**config.mk**
```make
export PLATFORM = sky130hd
export DESIGN_NAME = arb8way16
export DESIGN_NICKNAME = d
export VERILOG_FILES = /design/src/rtl/arb8way16_pkg.sv /design/src/rtl/arb8way16_mux.sv /design/src/rtl/arb8way16_rr_pick8.sv /design/src/rtl/arb8way16.sv
export SDC_FILE = /design/constraint.sdc
export NUM_CORES = 1
export LEC_CHECK = 0
export CAP_MARGIN = 20
export CORE_MARGIN = 2
export CORE_UTILIZATION = 39
export CTS_CLUSTER_SIZE = 12
export DETAILED_ROUTE_END_ITERATION = 8
export GPL_TIMING_DRIVEN = 0
export MAX_ROUTING_LAYER = met4
export PLACE_DENSITY = 0.83
export SLEW_MARGIN = 20
export SYNTH_ARGS = -nofsm -noshare
export SYNTH_HDL_FRONTEND = slang
export SYNTH_SLANG_ARGS = --single-unit
```
**constraint.sdc**
```tcl
create_clock -name clk -period 4.7 [get_ports clk]
set_clock_uncertainty 0.05 [all_clocks]
set_input_delay 0.94 -clock clk [delete_from_list [all_inputs] [get_ports clk]]
set_output_delay 0.94 -clock clk [all_outputs]
set_load 0.02 [all_outputs]
```
**src/rtl/arb8way16_pkg.sv**
```systemverilog
// Shared definitions for the 8-way round-robin bus arbiter:
// state encoding, word width, burst-length limits and a one-hot helper.
package arb8way16_pkg;

  localparam int WORD_W        = 16;
  localparam int NREQ          = 8;
  localparam int MAX_BURST_MIN = 1;
  localparam int MAX_BURST_MAX = 16;

  typedef enum logic {
    ARB_IDLE  = 1'b0,
    ARB_GRANT = 1'b1
  } arb_state_e;

  function automatic logic [NREQ-1:0] onehot8(input logic [2:0] i);
    return 8'b1 << i;
  endfunction

endpackage

```
**src/rtl/arb8way16_mux.sv**
```systemverilog
// 8-to-1 mux of 16-bit words.
// Ports: d (8 packed words, word i at d[16*i+15:16*i]), sel, out.
module mux8way16 (
  input  logic [127:0] d,
  input  logic [2:0]   sel,
  output logic [15:0]  out
);

  assign out = d[{sel, 4'b0000} +: 16];

endmodule

```
**src/rtl/arb8way16_rr_pick8.sv**
```systemverilog
// Rotating-priority search over 8 request bits.
// Ports: req, start (first index examined), found, idx (winner).
module rr_pick8 (
  input  logic [7:0] req,
  input  logic [2:0] start,
  output logic       found,
  output logic [2:0] idx
);

  logic [2:0] j;

  // Scan from the farthest offset down so the nearest
  // set bit to start is the last (and winning) assignment.
  always_comb begin
    found = 1'b0;
    idx   = 3'd0;
    j     = 3'd0;
    for (int k = 7; k >= 0; k--) begin
      j = start + 3'(k);
      if (req[j]) begin
        found = 1'b1;
        idx   = j;
      end
    end
  end

endmodule

```
**src/rtl/arb8way16.sv**
```systemverilog
// Round-robin arbiter sharing one 16-bit channel among 8 requesters.
// Ports: clk, reset (sync, active-high), req, data_in, out_ready,
//        out, out_valid, grant (one-hot), sel, busy.
module arb8way16
  import arb8way16_pkg::*;
#(
  parameter int MAX_BURST = 4  // legal 1..16
) (
  input  logic                   clk,
  input  logic                   reset,
  input  logic [NREQ-1:0]        req,
  input  logic [NREQ*WORD_W-1:0] data_in,
  input  logic                   out_ready,
  output logic [WORD_W-1:0]      out,
  output logic                   out_valid,
  output logic [NREQ-1:0]        grant,
  output logic [2:0]             sel,
  output logic                   busy
);

  localparam logic [3:0] LAST_BEAT = 4'(MAX_BURST - 1);

  arb_state_e      state_q, state_d;
  logic [NREQ-1:0] grant_q, grant_d;
  logic [2:0]      sel_q, sel_d;
  logic [2:0]      last_q, last_d;
  logic [3:0]      cnt_q, cnt_d;

  logic       found;
  logic [2:0] idx;
  logic [2:0] start;
  logic       accept;
  logic       rel;

  // One search serves both cases: from IDLE it resumes after
  // the last winner, on release it resumes after the holder.
  assign start = ((state_q == ARB_IDLE) ? last_q : sel_q) + 3'd1;

  rr_pick8 u_pick (
    .req   (req),
    .start (start),
    .found (found),
    .idx   (idx)
  );

  mux8way16 u_mux (
    .d   (data_in),
    .sel (sel_q),
    .out (out)
  );

  assign busy      = (state_q == ARB_GRANT);
  assign out_valid = busy & req[sel_q];
  assign accept    = out_valid & out_ready;
  assign rel       = busy &
                     (~req[sel_q] |
                      (accept & (cnt_q == LAST_BEAT)));
  assign grant     = grant_q;
  assign sel       = sel_q;

  always_comb begin
    state_d = state_q;
    grant_d = grant_q;
    sel_d   = sel_q;
    last_d  = last_q;
    cnt_d   = cnt_q;
    unique case (state_q)
      ARB_IDLE: begin
        if (found) begin
          state_d = ARB_GRANT;
          grant_d = onehot8(idx);
          sel_d   = idx;
          last_d  = idx;
          cnt_d   = 4'd0;
        end
      end
      ARB_GRANT: begin
        if (rel) begin
          cnt_d = 4'd0;
          if (found) begin
            grant_d = onehot8(idx);
            sel_d   = idx;
            last_d  = idx;
          end else begin
            state_d = ARB_IDLE;
            grant_d = '0;
          end
        end else if (accept) begin
          cnt_d = cnt_q + 4'd1;
        end
      end
      default: state_d = ARB_IDLE;
    endcase
  end

  always_ff @(posedge clk) begin
    if (reset) begin
      state_q <= ARB_IDLE;
      grant_q <= '0;
      sel_q   <= 3'd0;
      last_q  <= 3'd7;
      cnt_q   <= 4'd0;
    end else begin
      state_q <= state_d;
      grant_q <= grant_d;
      sel_q   <= sel_d;
      last_q  <= last_d;
      cnt_q   <= cnt_d;
    end
  end

endmodule
```
# Yosys cells after proc, flatten, opt, wreduce, memory -nomap -nowiden
# Cells that the tools add are included.
# word_totals
ff_bits	19
out_inout_bits	29
word_cells	90
# classes
add_sub_neg	9
magnitude_cmp	9
eq_ne	4
shift	2
muxes	52
n_bitwise	7
reduce_logical	2
# ops
operator	n
128-bit by 8-bit variable part select with 16-bit output	1
3-bit two-way mux	13
3-bit by 4-bit < comparator with 1-bit output, second input constant	9
1-bit binary-select mux with 3-bit select	9
8-bit two-way mux	3
1-bit two-way mux	19
8-bit one-hot mux with 2 select lines	1
3-bit adder, second input constant	4
4-bit two-way mux	3
3-bit one-hot mux with 2 select lines	2
4-bit one-hot mux with 2 select lines	1
1-bit by 3-bit left shift with 8-bit output, first input constant	1
3-bit by 1-bit adder with 3-bit output, second input constant	2
3-bit by 2-bit adder with 3-bit output, second input constant	2
4-bit by 1-bit adder with 4-bit output, second input constant	1
1-bit AND	4
4-bit by 2-bit equality test with 1-bit output, second input constant	1
2-bit AND reduction	2
3-bit by 1-bit != test with 1-bit output, second input constant	1
2-bit by 1-bit != test with 1-bit output, second input constant	1
2-bit != test, second input constant	1
1-bit inverter	2
1-bit one-hot mux with 2 select lines	1
1-bit bitwise OR	1

# Longest topological paths before layout
# logic_depth
ltp_word	17
depth_mapped	14

# By module
# Synthesis repeated with hierarchy kept, for this count alone.
# hier_totals
hier_cells	248
area_unflattened_um2	2793.9
# modules_own_cells
mod	n_inst	cells_per_inst	area_each_um2	seq_area_each_um2
mux8way16	1	57	1071.0	0.0
arb8way16	1	101	940.9	380.4
rr_pick8	1	90	782.0	0.0

# Least setup slack after synthesis
# OpenSTA, ideal clock, no wires.
# synth_timing
path_type	flip-flop to flip-flop
start	reg state_q (netlist: busy)
end	reg grant_q[0] (netlist: grant[0])
setup_ns	0.060
arrival_time_ns	3.623
t_required_ns	4.590
path_slack_ns	0.967
stages_incl_launch_ff	13
n_path_buf	4
cell_sequence	dfxtp_1 buf_6 mux2i_2 clkinv_1 ha_1 clkbuf_1 clkbuf_1 mux4_2 and3_1 buf_2 a21o_1 a211oi_2 a32o_1
# synth_via
elab_chain_len	17
elab_cells_between_ends	55
classes_between	add/sub (8); eq/ne (2); shift (1); mux (37); bitwise (6); reduce/logical (1)
# synth_rtl
element	line_no	text
start, declared	arb8way16.sv:23	arb_state_e state_q, state_d;
start signal, assigned	arb8way16.sv:104	state_q <= state_d;
3-bit two-way mux	arb8way16.sv:37	assign start = ((state_q == ARB_IDLE) ? last_q : sel_q) + 3'd1;
3-bit by 1-bit adder with 3-bit output	arb8way16.sv:37	
3-bit adder	arb8way16_rr_pick8.sv:19	j = start + 3'(k);
1-bit binary-select mux with 3-bit select	arb8way16_rr_pick8.sv:20	if (req[j]) begin
1-bit two-way mux (implied by the code)	arb8way16_rr_pick8.sv:20	
3-bit two-way mux (8 in a row)	arb8way16_rr_pick8.sv:20	
1-bit by 3-bit left shift with 8-bit output	arb8way16_pkg.sv:16	return 8'b1 << i;
8-bit two-way mux	arb8way16.sv:80	if (found) begin
8-bit two-way mux	arb8way16.sv:78	if (rel) begin
8-bit one-hot mux with 2 select lines	arb8way16.sv:67	unique case (state_q)
end signal, assigned	arb8way16.sv:105	grant_q <= grant_d;
end, declared	arb8way16.sv:24	logic [NREQ-1:0] grant_q, grant_d;
# Parallel ways exist; a longest one is shown, timed or not. The select of a mux whose other input is x is not followed.
# A chain may end at the register's enable or synchronous reset.

# Worst setup path in the final report
# layout_timing
start	reg sel_q[1] (netlist: sel[1])
end	reg grant_q[7] (netlist: grant[7])
# layout_via
elab_chain_len	17
elab_cells_between_ends	57
classes_between	add/sub (8); eq/ne (2); shift (1); mux (39); bitwise (6); reduce/logical (1)
# layout_rtl
element	line_no	text
start, declared	arb8way16.sv:25	logic [2:0] sel_q, sel_d;
start signal, assigned	arb8way16.sv:106	sel_q <= sel_d;
3-bit two-way mux	arb8way16.sv:37	
3-bit by 1-bit adder with 3-bit output	arb8way16.sv:37	
3-bit adder	arb8way16_rr_pick8.sv:19	
1-bit binary-select mux with 3-bit select	arb8way16_rr_pick8.sv:20	
1-bit two-way mux (implied by the code)	arb8way16_rr_pick8.sv:20	
3-bit two-way mux (8 in a row)	arb8way16_rr_pick8.sv:20	
1-bit by 3-bit left shift with 8-bit output	arb8way16_pkg.sv:16	
8-bit two-way mux	arb8way16.sv:80	
8-bit two-way mux	arb8way16.sv:78	
8-bit one-hot mux with 2 select lines	arb8way16.sv:67	
# Parallel ways exist; a longest one is shown, timed or not. The select of a mux whose other input is x is not followed.

==> flow_summary.toml <==
[power]
p_per_area_mw_per_mm2 = 550
total_leakage_power_nw = 1.68
ir_worst_vdd_uv = 360
finalPower_mw = 2.56

[floorplanning]
die_h_um = 88.9
die-area_mm2 = 0.00791
std_cell_rows = 30
die_w_um = 88.9
core_area_mm2 = 0.00687
start_util = 0.409
ioPinCount = 168

[synth]
yosysUniqueCellTypes = 56
synth_edf_count = 0
postSynthCellCount = 259
syn_area_per_cell_um2 = 10.9
seq_area_frac_synth = 0.135
synthArstFlopShare = 0
synth-seq-cells = 19
ys.flop_type = "dfxtp_1"
ys.warnings.count = 0
netlist_area_mm2 = 0.00281
syn-num-nets = 401

[place]
place_congestion = 0.913
hpwl_um = 9320
io_buffer_count = 167
place_inst = 522

[global_routing]
top_usage_layer = "met2"
grt_pass1_wl_um = 15900
grt_max_degree = 11
grt_pass1_vias = 3108
antenna_found_initial = 0
grt.total_usage = 0.275
gr-usage-met2 = 0.441
gr-usage-met3 = 0.0554
grt_util_met1 = 0.349
grt_overflow_total = 0

[timing]
worstMarginPinSlew_ns = 0.839
period_minus_slack_ns = 4.28
max_slew_margin = 0.441
post-route-period-util = 0.911
hold_viol = 0
slew_violations = 0
fmax_ghz = 0.233
fin_setup_tns_ns = 0
setup_viol = 0
rsz0062_at_grt = "no"

[run]
max_cap_viol_count = 0

[cells_and_area]
stdcell_count = 526
final_common_cell = "clkdlybuf4s50_1"
drive_gt1_frac = 0.202
synthToLayoutAreaGrowth_pct = 65.6
n_antenna_cell = 0
final_nets = 573
final_cell_mix = "clkdlybuf4s50_1 (167), mux4_2 (42), mux2i_1 (25)"

[worst_setup_path]
critPathMaxFanout = 10
startpoint_type = "flip-flop"
endpoint_kind = "flip-flop"
crit_type = "reg2reg"
arrival_ns = 4.40
worstPathRequired_ns = 4.81

[status]
status = "finished clean"

[cts]
insertion_delay_ns = 0.26
clock_path_buffers = 2
clock_sinks = 19
numCtsBuffers = 3
cts_tree = "done"
ctsRootBufferMaster = "clkbuf_8"
clk_pin_slew_ns = 0.07
post_cts_buffers = 0
htreeDepth = 1

[routing]
via_per_inst = 5.78
drc = 0
drtIter0Drc = 182
vias = 3040
wl_um = 11000
drtAntennaViolNets = 0
avgRoutedWirePerCell_um = 21.0
dr.pass1.iters = 4

[worst_hold_path]
min_path_type = "reg2reg"
==> cells by family after synthesis <==
logic type               synth area share
multiplexers                        0.538
flip-flops                          0.135
AND/OR/NAND/NOR                     0.100
AO/OA/AOI/OAI                       0.141
XOR/XNOR                           0.0205
buffers and inverters              0.0516
adder cells (fa/ha/maj)            0.0133
==> final cells by class <==
class,instances,area [µm²]
multi-input cells,209,2300
fillers,529,2210
repair buffers,167,1670
flip-flops and latches,19,380
well taps,96,120
plain buffers,19,97.6
inverters,12,47.5
clock buffers,4,45.0
==> worst paths after layout <==
| check | from | endpoint | slack (ns) | cells past startpoint |
|---|---|---|---|---|
| setup / recovery | sel[1] | grant[7] | 0.42 | 12 |
| hold / removal | grant[2] | grant[2] | 0.41 | 2 |
| setup reg to reg | sel[1] | grant[7] | 0.42 | 12 |
| hold reg to reg | grant[2] | grant[2] | 0.41 | 2 |
==> per-stage QoR <==
step / utilization / cell area [µm²] / setup WS, ns / hold slack, ns
finish: 0.678 / 4660 / 0.416 / 0.410
global route: 0.678 / 4660 / 0.0897 / 0.434
CTS: 0.677 / 4650 / 0.240 / 0.416
detailed placement: 0.670 / 4600 / 0.275 / 0.401
global placement: 0.670 / 4600 / 0.387 / 0.399
floorplan: - / 2810 / 0.967 / 0.410
==> worst max-delay path, stage by stage, from the launching register on <==
cell and delay, ns:
dfxtp_1 0.32, clkbuf_1 0.25, mux2i_4 0.40, clkinv_1 0.38, ha_1 0.38, xnor2_1 0.29, buf_2 0.31, mux2i_1 0.19
a311oi_2 0.52, and4b_4 0.31, a21oi_2 0.25, nand4b_1 0.23, o32ai_1 0.31
==> what timing repair did <==
action / in CTS / in global routing
hold buffers: 0 / 0
gates resized for setup: 0 / 1
setup endpoints to repair: 0 / 9
==> power by group <==
part	internal, mW	leakage, nW	switching [mW]
combinational	1.08	1.50	1.15
clock	0.0603	0.0228	0.0525
sequential	0.197	0.156	0.0237
==> registers in the layout, summed over array words and instances, names as in the netlist <==
name and cells:
last_q 3, sel 3, grant 8, busy 1, cnt_q 4
==> cells in the mapped netlist, drive strengths merged (2+ instances only) <==
| cell type | count | area (µm²) |
|---|---|---|
| mux4 | 42 | 946 |
| mux2i | 28 | 300 |
| mux2 | 23 | 267 |
| dfxtp | 19 | 380 |
| nand2 | 19 | 71.3 |
| nor2 | 13 | 48.8 |
| a21oi | 11 | 58.8 |
| inv | 11 | 43.8 |
| buf | 10 | 63.8 |
| clkbuf | 9 | 33.8 |
| a31oi | 6 | 52.6 |
| o21ai | 6 | 30.0 |
| a32o | 5 | 50.1 |
| nor3 | 4 | 20.0 |
| o32ai | 4 | 35.0 |
| xnor2 | 4 | 35.0 |
| and2 | 3 | 18.8 |
| ha | 3 | 37.5 |
| nand3 | 3 | 15.0 |
| nand4 | 3 | 18.8 |
| nor2b | 3 | 18.8 |
| a21o | 2 | 15.0 |
| a221o | 2 | 20.0 |
| a311oi | 2 | 23.8 |
| and3 | 2 | 12.5 |
| o22ai | 2 | 12.5 |
==> routing by layer <==
metal / vias up / share of wire / wire length, µm
met5: - / 0 / 0
met4: 0 / 0.029 / 325
met3: 27 / 0.10 / 1160
met2: 155 / 0.50 / 5470
met1: 1456 / 0.37 / 4070
li1: 1402 / - / -
Power figures use the tool's default switching activity.
